===== src/rtl/mem_ctrl_pkg.sv =====
// Shared constants, size/state/owner encodings and helpers for the RAM controller.
package mem_ctrl_pkg;

  localparam logic True  = 1'b1;
  localparam logic False = 1'b0;

  localparam int unsigned DataWidth = 32;

  localparam logic [1:0] SizeB = 2'b00;
  localparam logic [1:0] SizeH = 2'b01;
  localparam logic [1:0] SizeW = 2'b10;

  // address[17:16] value that selects the IO space
  localparam logic [1:0] IoSel = 2'b11;

  typedef enum logic [2:0] {
    StIdle,
    StRead,
    StWrite,
    StWaitIo,
    StDone
  } state_e;

  typedef enum logic {
    OwnIc,
    OwnLs
  } owner_e;

  function automatic logic [2:0] size_len(input logic [1:0] size);
    logic [2:0] len;
    case (size)
      SizeB:   len = 3'd1;
      SizeH:   len = 3'd2;
      SizeW:   len = 3'd4;
      default: len = 3'd4;
    endcase
    return len;
  endfunction

  function automatic logic is_io(input logic [DataWidth-1:0] addr);
    return addr[17:16] == IoSel;
  endfunction

endpackage


===== src/rtl/mem_ctrl.sv =====
// Byte-wide RAM/IO port arbiter between instruction fetch and load/store, serialising
// 1/2/4-byte transactions and assembling read data little-endian.
module mem_ctrl
  import mem_ctrl_pkg::*;
(
  input  logic                 clk,
  input  logic                 rst,
  input  logic                 rdy,
  input  logic                 flush,
  input  logic [7:0]           mem_din,
  output logic [7:0]           mem_dout,
  output logic [DataWidth-1:0] mem_a,
  output logic                 mem_wr,
  input  logic                 io_buffer_full,
  input  logic                 IC_req_valid,
  input  logic [DataWidth-1:0] IC_addr,
  output logic                 IC_ack,
  output logic [DataWidth-1:0] IC_data,
  input  logic                 LS_req_valid,
  input  logic                 LS_is_store,
  input  logic [1:0]           LS_size,
  input  logic [DataWidth-1:0] LS_addr,
  input  logic [DataWidth-1:0] LS_wdata,
  output logic                 LS_ack,
  output logic [DataWidth-1:0] LS_rdata
);

  state_e               state_q, state_d;
  owner_e               owner_q, owner_d;
  owner_e               last_q, last_d;
  logic [DataWidth-1:0] base_q, base_d;
  logic [2:0]           len_q, len_d;
  logic [2:0]           cnt_q, cnt_d;
  logic [DataWidth-1:0] wdata_q, wdata_d;
  logic [DataWidth-1:0] buf_q, buf_d;
  logic [DataWidth-1:0] mem_a_q, mem_a_d;
  logic [7:0]           mem_dout_q, mem_dout_d;
  logic                 mem_wr_q, mem_wr_d;
  logic                 ic_ack_q, ic_ack_d;
  logic [DataWidth-1:0] ic_data_q, ic_data_d;
  logic                 ls_ack_q, ls_ack_d;
  logic [DataWidth-1:0] ls_rdata_q, ls_rdata_d;

  logic                 ic_win, ls_win, grant;
  logic [DataWidth-1:0] req_addr, next_addr, issue_addr;
  logic [2:0]           req_len, next_idx;
  logic [1:0]           cap_idx;

  // On a tie the requester that lost the previous grant wins.
  assign ic_win     = IC_req_valid && (!LS_req_valid || (last_q == OwnLs));
  assign ls_win     = LS_req_valid && (!IC_req_valid || (last_q == OwnIc));
  assign grant      = rdy && !flush && (ic_win || ls_win);
  assign req_addr   = ic_win ? IC_addr : LS_addr;
  assign req_len    = ic_win ? 3'd4 : size_len(LS_size);
  assign next_idx   = cnt_q + 3'd1;
  assign next_addr  = base_q + DataWidth'(next_idx);
  assign issue_addr = base_q + DataWidth'(cnt_q);
  // mem_din in this cycle belongs to the address issued one cycle earlier
  assign cap_idx    = 2'(cnt_q - 3'd1);

  always_comb begin
    state_d    = state_q;
    owner_d    = owner_q;
    last_d     = last_q;
    base_d     = base_q;
    len_d      = len_q;
    cnt_d      = cnt_q;
    wdata_d    = wdata_q;
    buf_d      = buf_q;
    mem_a_d    = mem_a_q;
    mem_dout_d = mem_dout_q;
    mem_wr_d   = mem_wr_q;
    ic_ack_d   = False;
    ls_ack_d   = False;
    ic_data_d  = ic_data_q;
    ls_rdata_d = ls_rdata_q;

    case (state_q)
      StIdle: begin
        mem_a_d    = '0;
        mem_wr_d   = False;
        mem_dout_d = '0;
        if (grant) begin
          owner_d = ic_win ? OwnIc : OwnLs;
          last_d  = owner_d;
          base_d  = req_addr;
          len_d   = req_len;
          cnt_d   = '0;
          buf_d   = '0;
          wdata_d = ic_win ? '0 : LS_wdata;
          if (ls_win && LS_is_store) begin
            if (is_io(req_addr) && io_buffer_full) begin
              state_d = StWaitIo;
            end else begin
              state_d    = StWrite;
              mem_wr_d   = True;
              mem_a_d    = req_addr;
              mem_dout_d = LS_wdata[7:0];
            end
          end else begin
            state_d = StRead;
            mem_a_d = req_addr;
          end
        end
      end

      StRead: begin
        if (flush) begin
          state_d = StIdle;
          mem_a_d = '0;
          buf_d   = '0;
        end else begin
          if (cnt_q != 3'd0) begin
            buf_d[{cap_idx, 3'b000} +: 8] = mem_din;
          end
          if (cnt_q == len_q) begin
            state_d = StDone;
            mem_a_d = '0;
            if (owner_q == OwnIc) begin
              ic_ack_d  = True;
              ic_data_d = buf_d;
            end else begin
              ls_ack_d   = True;
              ls_rdata_d = buf_d;
            end
          end else begin
            cnt_d   = next_idx;
            mem_a_d = (next_idx < len_q) ? next_addr : '0;
          end
        end
      end

      StWrite: begin
        if (next_idx < len_q) begin
          cnt_d = next_idx;
          if (is_io(next_addr) && io_buffer_full) begin
            state_d    = StWaitIo;
            mem_wr_d   = False;
            mem_a_d    = '0;
            mem_dout_d = '0;
          end else begin
            mem_a_d    = next_addr;
            mem_dout_d = wdata_q[{next_idx[1:0], 3'b000} +: 8];
          end
        end else begin
          state_d    = StDone;
          mem_wr_d   = False;
          mem_a_d    = '0;
          mem_dout_d = '0;
          ls_ack_d   = True;
        end
      end

      StWaitIo: begin
        mem_wr_d   = False;
        mem_a_d    = '0;
        mem_dout_d = '0;
        if (!io_buffer_full) begin
          state_d    = StWrite;
          mem_wr_d   = True;
          mem_a_d    = issue_addr;
          mem_dout_d = wdata_q[{cnt_q[1:0], 3'b000} +: 8];
        end
      end

      StDone: begin
        state_d = StIdle;
      end

      default: begin
        state_d = StIdle;
      end
    endcase
  end

  always_ff @(posedge clk or negedge rst) begin
    if (!rst) begin
      state_q    <= StIdle;
      owner_q    <= OwnIc;
      last_q     <= OwnIc;
      base_q     <= '0;
      len_q      <= '0;
      cnt_q      <= '0;
      wdata_q    <= '0;
      buf_q      <= '0;
      mem_a_q    <= '0;
      mem_dout_q <= '0;
      mem_wr_q   <= False;
      ic_ack_q   <= False;
      ic_data_q  <= '0;
      ls_ack_q   <= False;
      ls_rdata_q <= '0;
    end else begin
      state_q    <= state_d;
      owner_q    <= owner_d;
      last_q     <= last_d;
      base_q     <= base_d;
      len_q      <= len_d;
      cnt_q      <= cnt_d;
      wdata_q    <= wdata_d;
      buf_q      <= buf_d;
      mem_a_q    <= mem_a_d;
      mem_dout_q <= mem_dout_d;
      mem_wr_q   <= mem_wr_d;
      ic_ack_q   <= ic_ack_d;
      ic_data_q  <= ic_data_d;
      ls_ack_q   <= ls_ack_d;
      ls_rdata_q <= ls_rdata_d;
    end
  end

  assign mem_a    = mem_a_q;
  assign mem_dout = mem_dout_q;
  assign mem_wr   = mem_wr_q;
  assign IC_ack   = ic_ack_q;
  assign IC_data  = ic_data_q;
  assign LS_ack   = ls_ack_q;
  assign LS_rdata = ls_rdata_q;

endmodule


===== config.mk =====
export PLATFORM = sky130hd
export DESIGN_NAME = mem_ctrl
export DESIGN_NICKNAME = d
export VERILOG_FILES = /design/src/rtl/mem_ctrl_pkg.sv /design/src/rtl/mem_ctrl.sv
export SDC_FILE = /design/constraint.sdc
export NUM_CORES = 1
export LEC_CHECK = 0
export CAP_MARGIN = 30
export CORE_MARGIN = 2
export CORE_UTILIZATION = 40
export CTS_CLUSTER_DIAMETER = 80
export CTS_CLUSTER_SIZE = 40
export DETAILED_ROUTE_END_ITERATION = 10
export HOLD_SLACK_MARGIN = 0.15
export REMOVE_ABC_BUFFERS = 1
export SLEW_MARGIN = 10
export SYNTH_ARGS = -nofsm -noshare
export SYNTH_HDL_FRONTEND = slang
export SYNTH_SLANG_ARGS = --single-unit

===== constraint.sdc =====
create_clock -name clk -period 11.15 [get_ports clk]
set_input_delay 3.345 -clock clk [delete_from_list [all_inputs] [get_ports clk]]
set_output_delay 3.345 -clock clk [all_outputs]
set_load 0.02 [all_outputs]

==> results.md <==
Clock network:
- For the worst-skew pair, the clock arrives at the later sink with an insertion delay of roughly 0.5 ns.
- Clock-pin slew was measured on the worst setup and hold paths at 0.11 ns.
- The quantity of gates resized following cts is 0.
- After clock tree synthesis, the flow added hold-fix buffers numbering 0.
- The clock tree from TritonCTS is yes.
- In this run the number of H-tree levels came out at 1.
- No sink is reached through more buffers than the 3 on the longest clock path.
- The number of buffers inserted to repair setup after CTS is 0.
- The tree is rooted in a sky130_fd_sc_hd__clkbuf_16.
- The clock sink count is roughly 210.
- The number of buffers created by CTS is 12.

Logic synthesis:
- Of all flip-flops after synthesis, the portion carrying an async set or reset was 100%.
- The total of warnings raised by yosys is 0.
- The main flop type after synthesis is sky130_fd_sc_hd__dfrtp_1.
- Yosys mapped the design onto 70 distinct sky130hd cell types.
- The post-synthesis instance area is 11200 sq um.
- After synthesis, the cell types taking the most area are sky130_fd_sc_hd__dfrtp_1, sky130_fd_sc_hd__nand2_1, sky130_fd_sc_hd__o21ai_0, sky130_fd_sc_hd__mux4_2, sky130_fd_sc_hd__mux2i_1.
- The number of flops mapped to enable cells by yosys is 0.
- The commonest cells after synthesis are sky130_fd_sc_hd__dfrtp_1, sky130_fd_sc_hd__nand2_1, sky130_fd_sc_hd__o21ai_0.
- The leading cell type by number of instances after synthesis is sky130_fd_sc_hd__dfrtp_1.
- Sequential elements use between 40% and 50% of the synthesized area.
- After synthesis, the mean cell area works out to approximately 9.4 sq um.
- The cell count after synthesis came out at roughly 1200.
- The flip-flop and latch count after synthesis is roughly 210.
- The proportion of netlist area held by the largest area contributor is a little under half.
- The cell type with the largest total area after synthesis is sky130_fd_sc_hd__dfrtp_1.

STA:
- At the pin with the least slew margin, the transition time is roughly 0.92 ns.
- The normalized max-slew margin is roughly 38%.
- After layout, the worst path uses about half of the clock period.
- The setup clock skew after layout is around 0.030 ns.
- Setup repair after global routing left no endpoint under its margin.
- The number of failing setup endpoints in the final timing report is 0.
- The minimum period implied by the final worst setup slack is 5.64 ns.
- The sum of negative setup slack is 0 ns.
- The max-slew violation total from the final report is 0.
- The minimum setup slack in the final design is approximately 5.5 ns.
- The maximum clock frequency is around 180 MHz.
- The hold violation count in the final report is 0.

Global routing:
- The initial antenna violation count is 0.
- The global-route met2 utilization is a little over a third.
- Global routing finished with a remaining overflow of 0.
- The global-route track usage on met3 is under 10%.
- The number of global-route vias before repair came to 9242.
- The pin count of the biggest net entering global routing is just over 90.
- The total routing usage reported by global routing is ~22%.
- The routing usage on met1 is about a third.
- The first global-routing pass estimated between 50 and 60 mm of wire.
- The global routing stage identified its most utilized layer as met2.

Critical path:
- The top fanout value on the critical path is 11.
- The kind of end point of the critical path is a flop.
- The critical path startpoint category is a primary input.
- Data arrives at the worst endpoint at just over 6 ns.
- The worst path required time is between 10 and 15 ns.
- The depth of the worst register-to-register path is 10.
- The critical path is of the primary input to flop type.
- The endpoint of the worst register-to-register path is mem_a[8]$_DFFE_PN0P_.
- The source of the worst register-to-register timing path is cnt_q[1]$_DFFE_PN0P_.
- For flop-to-flop paths, the worst setup slack is 6.04 ns.

Finish:
- The synthesis-to-layout area growth is 26.0%.
- The number of nets in the layout is between 1000 and 1500.
- The post-route netlist has 6.46% of its cells at a drive strength greater than 1.

Floorplanning:
- The initial utilization of the core area, before any placement, comes to 40.6%.
- The region available for standard cell placement spans roughly 28000 sq um.
- The cell row count is 61.
- The number of top-level design ports is about 220.
- The chip height is about 170 microns.
- The floorplan step defined a die boundary enclosing about 30000 sq um.
- The width of the chip is between 150 and 200 microns.

Pwr:
- The static leakage is about 5.9 nW.
- The cell area power density is 231 nW/um^2.
- The peak ir drop on the vdd network is 0.0999 mV.

Min path:
- For hold timing, the worst endpoint is LS_rdata[21]$_DFFE_PN0P_.
- Counting instances, the worst hold path has a depth of 2.
- The worst hold path begins at LS_rdata[21]$_DFFE_PN0P_.
- In this run the worst hold path is classified as flop to flop.

Route:
- The number of vias per cell is approximately 5.4.
- The total wire length after detailed routing is between 30 and 40 mm.
- The number of detailed-route iterations in the first pass is 5.
- Across all layers, the routed design uses 9455 vias.
- For this run, design rule violations remaining after detail routing come to 0.
- The detailed-route wire length per cell is about 18 microns.
- In this run, the number of DRC markers left after iteration 0 of detailed routing was between 700 and 800.
- In this run the remaining antenna-violating nets after routing total 0.

Place:
- The HPWL after detailed placement is 22.4 mm.
- OpenSTA, run right after detailed placement, puts the worst setup slack at 5.01 ns.
- The global placer's final weighted congestion is between 0.7 and 0.8.
- The number of port buffers is 220.

Outcome:
- The flow ran to the end, and the final reports show no timing, DRC or antenna violations.

Job:
- The tool flagged a number of max-cap violations equal to 0.
registers in the layout, indices dropped and copies added (netlist names), 3 cells and up:
signal and count:
IC_data 32, LS_rdata 32, base_q 32, buf_q 32
mem_a 32, wdata_q 32, mem_dout 8, cnt_q 3
len_q 3, state_q 3
worst max-delay path by stage:
| stage | start | endpoint | slack [ns] | depth (start not counted) |
|---|---|---|---|---|
| 2_1_floorplan | flush | IC_data[0]$_DFFE_PN0P_ | 4.84 | 4 |
| 3_3_place_gp | LS_req_valid | mem_a[28]$_DFFE_PN0P_ | 5.06 | 9 |
| 3_5_place_dp | LS_req_valid | mem_a[28]$_DFFE_PN0P_ | 5.01 | 9 |
| 4_1_cts | flush | mem_a[8]$_DFFE_PN0P_ | 5.52 | 7 |
| 5_1_grt | flush | mem_a[8]$_DFFE_PN0P_ | 5.24 | 7 |
| 6_report | flush | mem_a[8]$_DFFE_PN0P_ | 5.51 | 7 |
cell usage in the layout (no fill, tap or decap), types with 7 or more instances in the layout:
master / count
sky130_fd_sc_hd__a2bb2oi_1: 7
sky130_fd_sc_hd__nor3_1: 35
sky130_fd_sc_hd__ha_1: 15
sky130_fd_sc_hd__o21a_1: 7
sky130_fd_sc_hd__a22o_1: 17
sky130_fd_sc_hd__o221a_2: 9
sky130_fd_sc_hd__a31oi_1: 10
sky130_fd_sc_hd__a32oi_1: 7
sky130_fd_sc_hd__inv_1: 16
sky130_fd_sc_hd__a22oi_1: 16
sky130_fd_sc_hd__a21oi_1: 62
sky130_fd_sc_hd__nor2_1: 75
sky130_fd_sc_hd__o21ai_0: 101
sky130_fd_sc_hd__clkbuf_16: 13
sky130_fd_sc_hd__buf_4: 17
sky130_fd_sc_hd__mux2i_1: 33
sky130_fd_sc_hd__mux4_2: 16
sky130_fd_sc_hd__o221ai_1: 14
sky130_fd_sc_hd__nand2_1: 210
sky130_fd_sc_hd__nor4_1: 12
sky130_fd_sc_hd__nand3_1: 52
sky130_fd_sc_hd__dfrtp_1: 213
sky130_fd_sc_hd__o22ai_1: 7
sky130_fd_sc_hd__nand4_1: 13
sky130_fd_sc_hd__xnor2_1: 37
sky130_fd_sc_hd__xor2_1: 24
sky130_fd_sc_hd__nand2b_1: 14
sky130_fd_sc_hd__clkdlybuf4s50_1: 219
critical path, stage by stage:
cell	delay, ns
sky130_fd_sc_hd__clkdlybuf4s50_1	0.47
sky130_fd_sc_hd__nor4b_1	0.76
sky130_fd_sc_hd__o31ai_1	0.25
sky130_fd_sc_hd__nand3b_1	0.29
sky130_fd_sc_hd__o31ai_4	0.18
sky130_fd_sc_hd__or2_1	0.48
sky130_fd_sc_hd__o221a_1	0.27
cells by family after synthesis:
kind of cell | Yosys count | synth area share (%)
AO/OA/AOI/OAI | 293 | 17.2
AND/OR/NAND/NOR | 454 | 18.4
adder cells (fa/ha/maj) | 17 | 2.03
multiplexers | 49 | 6.15
buffers and inverters | 109 | 4.03
XOR/XNOR | 61 | 4.76
flip-flops | 213 | 47.4
final cells by class:
class	count	area, sq um
antenna	1	2.50
clock buffer	13	325
clock inverter	7	109
fill	2561	13600
inverter	16	60.1
multi-input combinational	874	5470
sequential	213	5330
tap	378	473
timing repair buffer	239	2380
stage by stage:
stage | hold slack, ns | power (mW) | utilization, % | cell area, sq um | instances
after CTS | 0.495 | 3.30 | 51.0 | 14100 | 1739
final | 0.487 | 3.27 | 51.1 | 14200 | 1741
after floorplan | 0.450 | 2.16 | - | 10800 | 1103
after global routing | 0.513 | 3.50 | 51.1 | 14100 | 1740
after global placement | 0.460 | 2.71 | 49.3 | 13700 | 1717
after detailed placement | 0.470 | 2.75 | 49.5 | 13700 | 1719
power breakdown:
| part | internal (mW) | switching [mW] |
|---|---|---|
| registers | 1.01 | 0.268 |
| logic | 0.661 | 0.797 |
| clock network | 0.250 | 0.287 |
| total | 1.92 | 1.35 |
metal layers:
layer	routed length (microns)	vias up	share of wire (%)
li1	-	4573	-
met1	15000	4588	47
met2	14800	265	46
met3	1790	29	5.6
met4	445	0	1.4
met5	0	-	0
No activity file was read; power rests on OpenSTA's default activity.
